File: src/rtl/regfile_sb_pkg.sv
// rv_pkg: shared register-file widths and types for the RV32IM core.
// rd_busy/rsN_busy: busy[idx] of a pending M-unit result, gated by read enable for rsN.
package rv_pkg;
  localparam int XLEN_DEF = 32;
  localparam int NREGS_DEF = 32;
  typedef logic [$clog2(NREGS_DEF)-1:0] reg_idx_t;
  typedef logic [XLEN_DEF-1:0] xword_t;
endpackage

File: src/rtl/regfile_sb_scoreboard.sv
// regfile_scoreboard: busy bits, pending count and hazard outputs for M-unit results.
// REGFILE_BYPASS_EN masks hazards retired by port B in the same cycle.
module regfile_scoreboard
  import rv_pkg::*;
#(
  parameter int NREGS = NREGS_DEF,
  parameter int AW = $clog2(NREGS),
  parameter int PW = $clog2(NREGS + 1)
) (
  input  logic          clk,
  input  logic          rst_n,
  input  logic          issue_en,
  input  logic [AW-1:0] issue_rd,
  input  logic          wb_en,
  input  logic [AW-1:0] wb_rd,
  input  logic [AW-1:0] rs1,
  input  logic [AW-1:0] rs2,
  input  logic          rs1_rd_en,
  input  logic          rs2_rd_en,
  output logic          rs1_busy,
  output logic          rs2_busy,
  output logic          rd_busy,
  output logic [PW-1:0] pending,
  output logic [NREGS-1:0] busy
);
  logic [NREGS-1:0] busy_q, busy_d;
  logic [PW-1:0] pending_q, pending_d;
  logic set_new, clr_old, m1, m2, mr;
  always_comb begin
    set_new = issue_en && issue_rd != '0 && !busy_q[issue_rd];
    clr_old = wb_en && wb_rd != '0 && busy_q[wb_rd] && !(issue_en && issue_rd == wb_rd);
    busy_d = busy_q;
    if (wb_en) busy_d[wb_rd] = 1'b0;
    if (issue_en) busy_d[issue_rd] = 1'b1;
    busy_d[0] = 1'b0;
    pending_d = pending_q + PW'(set_new) - PW'(clr_old);
  end
  always_ff @(posedge clk or negedge rst_n)
    if (!rst_n) begin
      busy_q <= '0;
      pending_q <= '0;
    end else begin
      busy_q <= busy_d;
      pending_q <= pending_d;
    end
`ifdef REGFILE_BYPASS_EN
  assign m1 = wb_en && wb_rd == rs1;
  assign m2 = wb_en && wb_rd == rs2;
  assign mr = wb_en && wb_rd == issue_rd;
`else
  assign m1 = 1'b0;
  assign m2 = 1'b0;
  assign mr = 1'b0;
`endif
  assign rs1_busy = busy_q[rs1] && rs1_rd_en && !m1;
  assign rs2_busy = busy_q[rs2] && rs2_rd_en && !m2;
  assign rd_busy = busy_q[issue_rd] && !mr;
  assign pending = pending_q;
  assign busy = busy_q;
endmodule

File: src/rtl/regfile_sb.sv
// regfile_sb: two-read/two-write register file with write-back scoreboard.
// REGFILE_BYPASS_EN enables same-cycle write forwarding (port B over port A).
module regfile_sb
  import rv_pkg::*;
#(
  parameter int XLEN = XLEN_DEF,
  parameter int NREGS = NREGS_DEF,
  localparam int AW = $clog2(NREGS)
) (
  input  logic                       clk,
  input  logic                       rst_n,
  input  logic [AW-1:0]              rs1,
  input  logic [AW-1:0]              rs2,
  input  logic                       rs1_rd_en,
  input  logic                       rs2_rd_en,
  output logic [XLEN-1:0]            rS1,
  output logic [XLEN-1:0]            rS2,
  input  logic                       wa_en,
  input  logic [AW-1:0]              wa_rd,
  input  logic [XLEN-1:0]            wa_data,
  input  logic                       wb_en,
  input  logic [AW-1:0]              wb_rd,
  input  logic [XLEN-1:0]            wb_data,
  input  logic                       issue_en,
  input  logic [AW-1:0]              issue_rd,
  output logic                       rs1_busy,
  output logic                       rs2_busy,
  output logic                       rd_busy,
  output logic [$clog2(NREGS+1)-1:0] pending,
  output logic                       collision_err
);
  logic [XLEN-1:0] regs_q [NREGS];
  logic [XLEN-1:0] regs_d [NREGS];
  logic [NREGS-1:0] busy;
  logic collision_q, collision_d, wa_ok, wb_ok;
  regfile_scoreboard #(.NREGS(NREGS)) u_sb (
    .clk(clk), .rst_n(rst_n), .issue_en(issue_en), .issue_rd(issue_rd),
    .wb_en(wb_en), .wb_rd(wb_rd), .rs1(rs1), .rs2(rs2),
    .rs1_rd_en(rs1_rd_en), .rs2_rd_en(rs2_rd_en), .rs1_busy(rs1_busy),
    .rs2_busy(rs2_busy), .rd_busy(rd_busy), .pending(pending), .busy(busy)
  );
  always_comb begin
    wa_ok = wa_en && wa_rd != '0;
    wb_ok = wb_en && wb_rd != '0;
    regs_d = regs_q;
    if (wa_ok) regs_d[wa_rd] = wa_data;
    if (wb_ok) regs_d[wb_rd] = wb_data;
    regs_d[0] = '0;
    collision_d = collision_q || (wa_ok && (busy[wa_rd] || (wb_ok && wb_rd == wa_rd)));
  end
  always_ff @(posedge clk or negedge rst_n)
    if (!rst_n) begin
      for (int i = 0; i < NREGS; i++) regs_q[i] <= '0;
      collision_q <= 1'b0;
    end else begin
      regs_q <= regs_d;
      collision_q <= collision_d;
    end
`ifdef REGFILE_BYPASS_EN
  assign rS1 = !rs1_rd_en ? '0 : (wb_ok && wb_rd == rs1) ? wb_data :
               (wa_ok && wa_rd == rs1) ? wa_data : regs_q[rs1];
  assign rS2 = !rs2_rd_en ? '0 : (wb_ok && wb_rd == rs2) ? wb_data :
               (wa_ok && wa_rd == rs2) ? wa_data : regs_q[rs2];
`else
  assign rS1 = rs1_rd_en ? regs_q[rs1] : '0;
  assign rS2 = rs2_rd_en ? regs_q[rs2] : '0;
`endif
  assign collision_err = collision_q;
endmodule

File: config.mk
export PLATFORM = sky130hd
export DESIGN_NAME = regfile_sb
export DESIGN_NICKNAME = d
export VERILOG_FILES = /design/src/rtl/regfile_sb_pkg.sv /design/src/rtl/regfile_sb_scoreboard.sv /design/src/rtl/regfile_sb.sv
export SDC_FILE = /design/constraint.sdc
export NUM_CORES = 2
export LEC_CHECK = 0
export CAP_MARGIN = 10
export CORE_ASPECT_RATIO = 0.8
export CORE_MARGIN = 5
export CORE_UTILIZATION = 25
export DETAILED_ROUTE_END_ITERATION = 10
export GPL_TIMING_DRIVEN = 0
export HOLD_SLACK_MARGIN = 0.02
export PLACE_DENSITY = 0.37
export SKIP_LAST_GASP = 1
export SLEW_MARGIN = 20
export SYNTH_ARGS = -nofsm -noshare
export SYNTH_HDL_FRONTEND = slang
export SYNTH_SLANG_ARGS = --single-unit
File: constraint.sdc
create_clock -name clk -period 2.7 [get_ports clk]
set_input_delay 0.27 -clock clk [delete_from_list [all_inputs] [get_ports clk]]
set_output_delay 0.27 -clock clk [all_outputs]
set_load 0.03 [all_outputs]
# ---- After elaboration in Yosys (flattened, before gate mapping)
# Index checks and enable logic that the tools add are counted.
dict set report totals {
  inputBits 96
  ff_bits 1030
  word_cells 112
  output_inout_bits 74
}
dict set report classes {
  order_cmp 13
  n_reduce_logical 22
  n_eq_ne 2
  add_sub_neg 2
  n_bitwise 7
  n_mux 32
}
# cell n
set ops {}
lappend ops {{$bwmux W1024} 2}
lappend ops {{$mux W1024} 1}
lappend ops {{$mux W992} 1}
lappend ops {{$bmux W32 S5} 2}
lappend ops {{$demux W32 S5} 2}
lappend ops {{$mux W32} 10}
lappend ops {{$and A32 B32 Y32} 1}
lappend ops {{$not A32 Y32} 1}
lappend ops {{$or A32 B32 Y32} 1}
lappend ops {{$lt A5 B6 Y1 const B} 5}
lappend ops {{$bmux W1 S5} 5}
lappend ops {{$ge A6 B6 Y1 const B} 4}
lappend ops {{$not A5 Y6} 4}
lappend ops {{$logic_and A1 B1 Y1} 15}
lappend ops {{$reduce_bool A5 Y1} 3}
lappend ops {{$lt A6 B1 Y1 const B} 2}
lappend ops {{$demux W1 S5} 2}
lappend ops {{$eq A5 B5 Y1} 2}
lappend ops {{$ge A5 B1 Y1 const B} 2}
lappend ops {{$mux W1} 7}
lappend ops {{$add A6 B1 Y6} 1}
lappend ops {{$sub A6 B1 Y6} 1}
lappend ops {{$logic_not A1 Y1} 2}
lappend ops {{$logic_or A1 B1 Y1} 2}

# ---- Depth between registers and ports, before layout
dict set report depth {
  ltp_word 9
  depth_mapped 16
  mapped_depth_nobuf 14
}

# ---- Cells and area by module
# From an unflattened synthesis, not the netlist that was laid out.
dict set report unflattened {
  hier_cells 6236
  area_unflattened_um2 65395.2
}
# mod instances area_per_inst_um2 cells_per_inst seq_area_each_um2
set by_module_without_submodules {}
lappend by_module_without_submodules {regfile_sb 1 62568.8 5958 24848.8}
lappend by_module_without_submodules {regfile_scoreboard 1 2826.5 278 925.9}

# ---- Worst setup path before layout
# Ideal clock, no wire load.
dict set report synth_timing {
  path_type {input-to-reg}
  startpoint {input issue_rd[0]}
  endpoint {register u_sb.pending_q[4], in the netlist u_sb.pending[4]}
  setup_time_ns 0.123
  arrival_time_ns 3.162
  cell_stages 14
  required_time_ns 2.577
  slack_ns -0.585
  path_buffers 2
  path_cell_list {clkbuf_1 -> clkbuf_1 -> mux4_2 -> nor2b_1 -> a2111oi_0 -> nand3_1 -> nor2_1 -> ha_1 -> inv_1 -> fa_1 -> inv_1 -> a21o_1 -> a21oi_1 -> xnor2_1}
}
dict set report synth_via {
  elab_chain_cells 6
  elab_cells_between_ends 12
  cone_classes {2 x add/sub; 1 x eq/ne; 2 x mux; 7 x reduce/logical}
}
# item line
set synth_lines {}
lappend synth_lines {{from (decl)} regfile_sb.sv:25} ;# input logic [AW-1:0] issue_rd,
lappend synth_lines {{$bmux W1 S5} n/a}
lappend synth_lines {{$mux W1} n/a}
lappend synth_lines {{named net rd_busy} regfile_sb.sv:28} ;# output logic rd_busy,
lappend synth_lines {{$logic_not A1 Y1} regfile_sb_scoreboard.sv:30} ;# set_new = issue_en && issue_rd != '0 && !busy_q[issue_rd];
lappend synth_lines {{$logic_and A1 B1 Y1} regfile_sb_scoreboard.sv:30}
lappend synth_lines {{$add A6 B1 Y6} regfile_sb_scoreboard.sv:36} ;# pending_d = pending_q + PW'(set_new) - PW'(clr_old);
lappend synth_lines {{$sub A6 B1 Y6} regfile_sb_scoreboard.sv:36}
lappend synth_lines {{named net u_sb.pending_d[4]} regfile_sb_scoreboard.sv:27} ;# logic [PW-1:0] pending_q, pending_d;
lappend synth_lines {{to (signal assigned)} regfile_sb_scoreboard.sv:44} ;# pending_q <= pending_d;
lappend synth_lines {{to (decl)} regfile_sb_scoreboard.sv:27}
# The timed path passes the listed nets, and every way through them passes these cells. The select of a mux whose other input is x is not followed.

# ---- Worst setup path after layout
dict set report layout_timing {
  startpoint {register regs_q[811] (netlist name)}
  endpoint {output rS1[11]}
}
dict set report layout_via {
  elab_chain_cells 4
}
# item line
set layout_lines {}
lappend layout_lines {{from (decl)} regfile_sb.sv:32} ;# logic [XLEN-1:0] regs_q [NREGS];
lappend layout_lines {{from (signal assigned)} regfile_sb.sv:56} ;# regs_q <= regs_d;
lappend layout_lines {{$bmux W32 S5} regfile_sb.sv:65} ;# assign rS1 = rs1_rd_en ? regs_q[rs1] : '0;
lappend layout_lines {{$mux W32 (not written as such) (2 in series)} regfile_sb.sv:65}
lappend layout_lines {{$mux W32} regfile_sb.sv:65}
lappend layout_lines {{to (decl)} regfile_sb.sv:16} ;# output logic [XLEN-1:0] rS1,
# Every way passes these cells. The select of a mux whose other input is x is not followed.

==> run_results.csv <==
group,metric,value,unit
synth,async_flop_share,1.000,
run_status,run_status,"finished with violations",
synth,yosysTopAreaCell,"dfrtp_1",
synth,yosysWarnings,0,
sta,finalSetupViolCount,208,
floorplanning,floorplan.rows,167,
synth,synth_cells,6169,
setup_path,cp-end-kind,"output pin",
routing,top_layer_used,"met5",
grt,track_usage,0.2854,
routing,routed_via_density,5.739,
clocking,clk_pin_slew_worst_paths,0.07,ns
sta,hold_viol_final,0,
floorplanning,die-height,465.2,um
sta,worst_pin_slew,1.342,ns
floorplanning,die_w,579.1,um
setup_path,critPathTopFamily,"multiplexers",
final_layout,seqCellArea,25790,um2
clocking,cts_tree,"done",
clocking,clock_sinks,1030,
final_layout,drive_gt1_frac,0.2238,
sta,clock.fmax,0.3237,GHz
floorplanning,io_pins,170,
final_layout,fin_area,79460,um2
pwr,combPwrFrac,0.290,
sta,final_max_slew_viol_count,0,
setup_path,cp.arrival,2.82,ns
synth,synth_top_area_frac,0.3980,
floorplanning,initial_core_util,0.2508,
floorplanning,die_area,269400,um2
synth,ys.flop_type,"dfrtp_1",
flow_run,cap_violations,0,
final_layout,fin_nets,6669,
sta,hold_slack,0.1062,ns
routing,drt-met1-wl,175300,um
setup_path,start_kind,"flip-flop",
routing,vias,58180,
synth,syn_nets,6272,
sta,slew_headroom,0.1055,
routing,dr_wl_met3,43300,um
pwr,leakagePower,0.03341,uW
routing,drcViolationCount,0,
synth,yosysSeqAreaShare,0.3980,
sta,skew,0.04052,ns
setup_path,worstPathCellList,"mux4_2 > nand2_1 > o211ai_1 > nand3_2 > o221ai_4 > buf_6",
setup_path,worstSetupPathType,"reg2out",
placement,place_congestion,0.9577,
grt,grt_pass1_vias,56430,
grt,grt_pass1_wl,525300,um
grt,overflow,0,
placement,dp.cells,9818,
grt,antenna_found_initial,21,
routing,first_pass_iters,5,
clocking,clockRootBuffer,"clkbuf_16",
placement,dp_hpwl,294100,um
routing,drtIter0Drc,7788,
pwr,power_density,750.3,nW/um2
pwr,swShare,0.3432,
pwr,p_int,39150,uW
synth,synth_area,64760,um2
floorplanning,core_area,258300,um2
sta,timing.final.crit_share,1.144,
sta,setup_ws,-0.3890,ns
run_status,violations,"negative setup slack",
placement,post_dp_cell_area,71710,um2
pwr,p_switching,20460,uW
final_layout,final_cell_count_no_fill,10140,
clocking,insertion_delay,0.82,ns
routing,wl_met2,161000,um
routing,wire_per_inst,39.11,um
sta,period_needed,3.089,ns
setup_path,critPathRequiredTime,2.43,ns
final_layout,multi_input_area,37490,um2
pwr,max-vdd-ir-drop,0.5109,mV
setup_path,critPathMaxFanout,3,
setup_path,slowest_delay,0.55,ns
routing,wl,396400,um
hold_path,holdCritPathClass,"in2reg",
final_layout,fillers,26920,
final_layout,post-route-util,0.3077,
sta,setup-tns-final,-15.54,ns
synth,ys_types,54,
synth,synth.area.top_cells,"dfrtp_1 40%, mux2i_1 18%, mux4_2 17%, a21oi_1 5.2%, nor2_1 4.1%",
setup_path,crit_buf_inv,1,
routing,ant_nets,0,
clocking,ctsHtreeMaxLevel,4,
grt,grt_max_degree,122,
synth,yosys_register_bits,1030,
synth,synth_area_per_cell,10.50,um2
setup_path,crit_slowest_cell,"mux4_2",
synth,synth_edf_count,0,
final_layout,area.growth.synth_to_final,22.69,%
sta,rsz0062_at_grt,"yes",
pwr,power_frac_seq,0.388,
clocking,clockBufferDepth,4,
placement,io_buffers,153,
clocking,cts_made_buffers,140,
pwr,power.share.clock,0.322,
[power groups by stage]
stage / Clock, uW / Combinational, uW / Sequential, uW
3_5_place_dp: 0 / 15600 / 23200
2_1_floorplan: 0 / 10700 / 22000
6_report: 19200 / 17300 / 23100
5_1_grt: 20000 / 18400 / 23600
3_3_place_gp: 0 / 15100 / 23100
4_1_cts: 19400 / 16700 / 22900
[final timing paths]
| path | from | endpoint | slack [ns] | depth (start not counted) |
|---|---|---|---|---|
| min in group asynchronous | rst_n | u_sb.busy[14] | 0.14 | 3 |
| min reg2reg | regs_q[387] | regs_q[387] | 0.58 | 2 |
| min | issue_rd[2] | u_sb.busy[29] | 0.11 | 3 |
| max in group asynchronous | rst_n | regs_q[466] | 0.74 | 5 |
| max | regs_q[811] | rS1[11] | -0.39 | 6 |
| max reg2reg | u_sb.busy[29] | u_sb.pending[4] | -0.18 | 14 |
[worst reg2reg max path, stage by stage, from the launching register on]
cell,delay (ns)
dfrtp_1,0.41
buf_6,0.14
mux4_2,0.51
a22oi_2,0.18
and4_4,0.25
a311oi_4,0.06
ha_4,0.28
inv_2,0.06
ha_4,0.13
inv_2,0.03
fa_2,0.35
inv_1,0.07
a21o_1,0.12
a21oi_2,0.06
xnor2_1,0.12
[logic make-up (layout without fill, tap and decap cells)]
| group | count (synthesis) | in the layout | synth area share |
|---|---|---|---|
| mux | 1623 | 1623 | 0.3434 |
| compound gates | 1372 | 1372 | 0.1233 |
| simple gates | 1351 | 1351 | 0.08253 |
| flops | 1030 | 1030 | 0.3980 |
| buf+inv | 771 | 1265 | 0.04932 |
| xor+xnor | 15 | 15 | 0.002029 |
| fa+ha+maj | 7 | 7 | 0.001468 |
| other cells | 0 | 10 | 0 |
[flip-flops by register name (all words and copies together) (netlist names)]
| name | flops |
|---|---|
| collision_err | 1 |
| regs_q | 992 |
| u_sb.busy | 31 |
| u_sb.pending | 6 |
[metal layers]
layer,vias to the layer above,track usage
met1,30840,0.4104
met2,3197,0.3972
li1,23540,-
met3,596,0.09145
met5,-,0.002474
met4,5,0.1033
[cells in the final DEF (no fill, tap or decap), types with 21 or more instances in the layout]
| cell | count |
|---|---|
| clkinv_2 | 21 |
| nand2_1 | 518 |
| mux2i_2 | 21 |
| mux4_2 | 479 |
| clkbuf_8 | 46 |
| buf_1 | 21 |
| a32oi_1 | 126 |
| clkbuf_16 | 145 |
| nand3_2 | 27 |
| buf_6 | 95 |
| o21ai_0 | 366 |
| buf_12 | 25 |
| clkbuf_4 | 40 |
| mux2i_1 | 1108 |
| a21oi_1 | 674 |
| nor2_1 | 697 |
| buf_2 | 93 |
| clkbuf_1 | 355 |
| clkbuf_2 | 135 |
| clkdlybuf4s50_1 | 85 |
| o221ai_4 | 41 |
| buf_16 | 26 |
| buf_4 | 118 |
| dfrtp_1 | 1014 |
| o211ai_1 | 32 |
| o221ai_2 | 23 |
[what timing repair did]
item                        CTS  global route
setup endpoints to repair   446           257
hold buffers                  2             0
gates resized for setup    1017           154
hold endpoints to repair    364             0
pin swaps                    87            47
buffers inserted             43            32
[metrics by stage]
step / power [uW] / worst slack, ns
2_1_floorplan: 32780 / -0.1813
3_3_place_gp: 38220 / -53.58
3_5_place_dp: 38750 / -2.568
4_1_cts: 58950 / -0.3306
5_1_grt: 61930 / -0.3614
6_report: 59620 / -0.3890
[Yosys cell counts (30+ instances only)]
cell type and instances:
a211oi_1 33, a21oi_1 677, a221o_1 33, a32oi_1 126, buf_1 65, buf_2 132
buf_4 30, clkbuf_1 517, dfrtp_1 1030, mux2i_1 1143, mux4_2 479, nand2_1 525
nand3_1 50, nor2_1 707, o211ai_1 32, o21ai_0 366, o221ai_1 66
[layout make-up]
class | count | area share
Antenna cell | 10 | 0.0003149
Tap cell | 3464 | 0.05455
Buffer | 741 | 0.05225
Inverter | 24 | 0.001181
Timing Repair Buffer | 261 | 0.03929
Clock buffer | 208 | 0.05277
Clock inverter | 31 | 0.003197
Sequential cell | 1030 | 0.3246
Multi-Input combinational cell | 4368 | 0.4718
No activity file was read; power rests on OpenSTA's default activity.
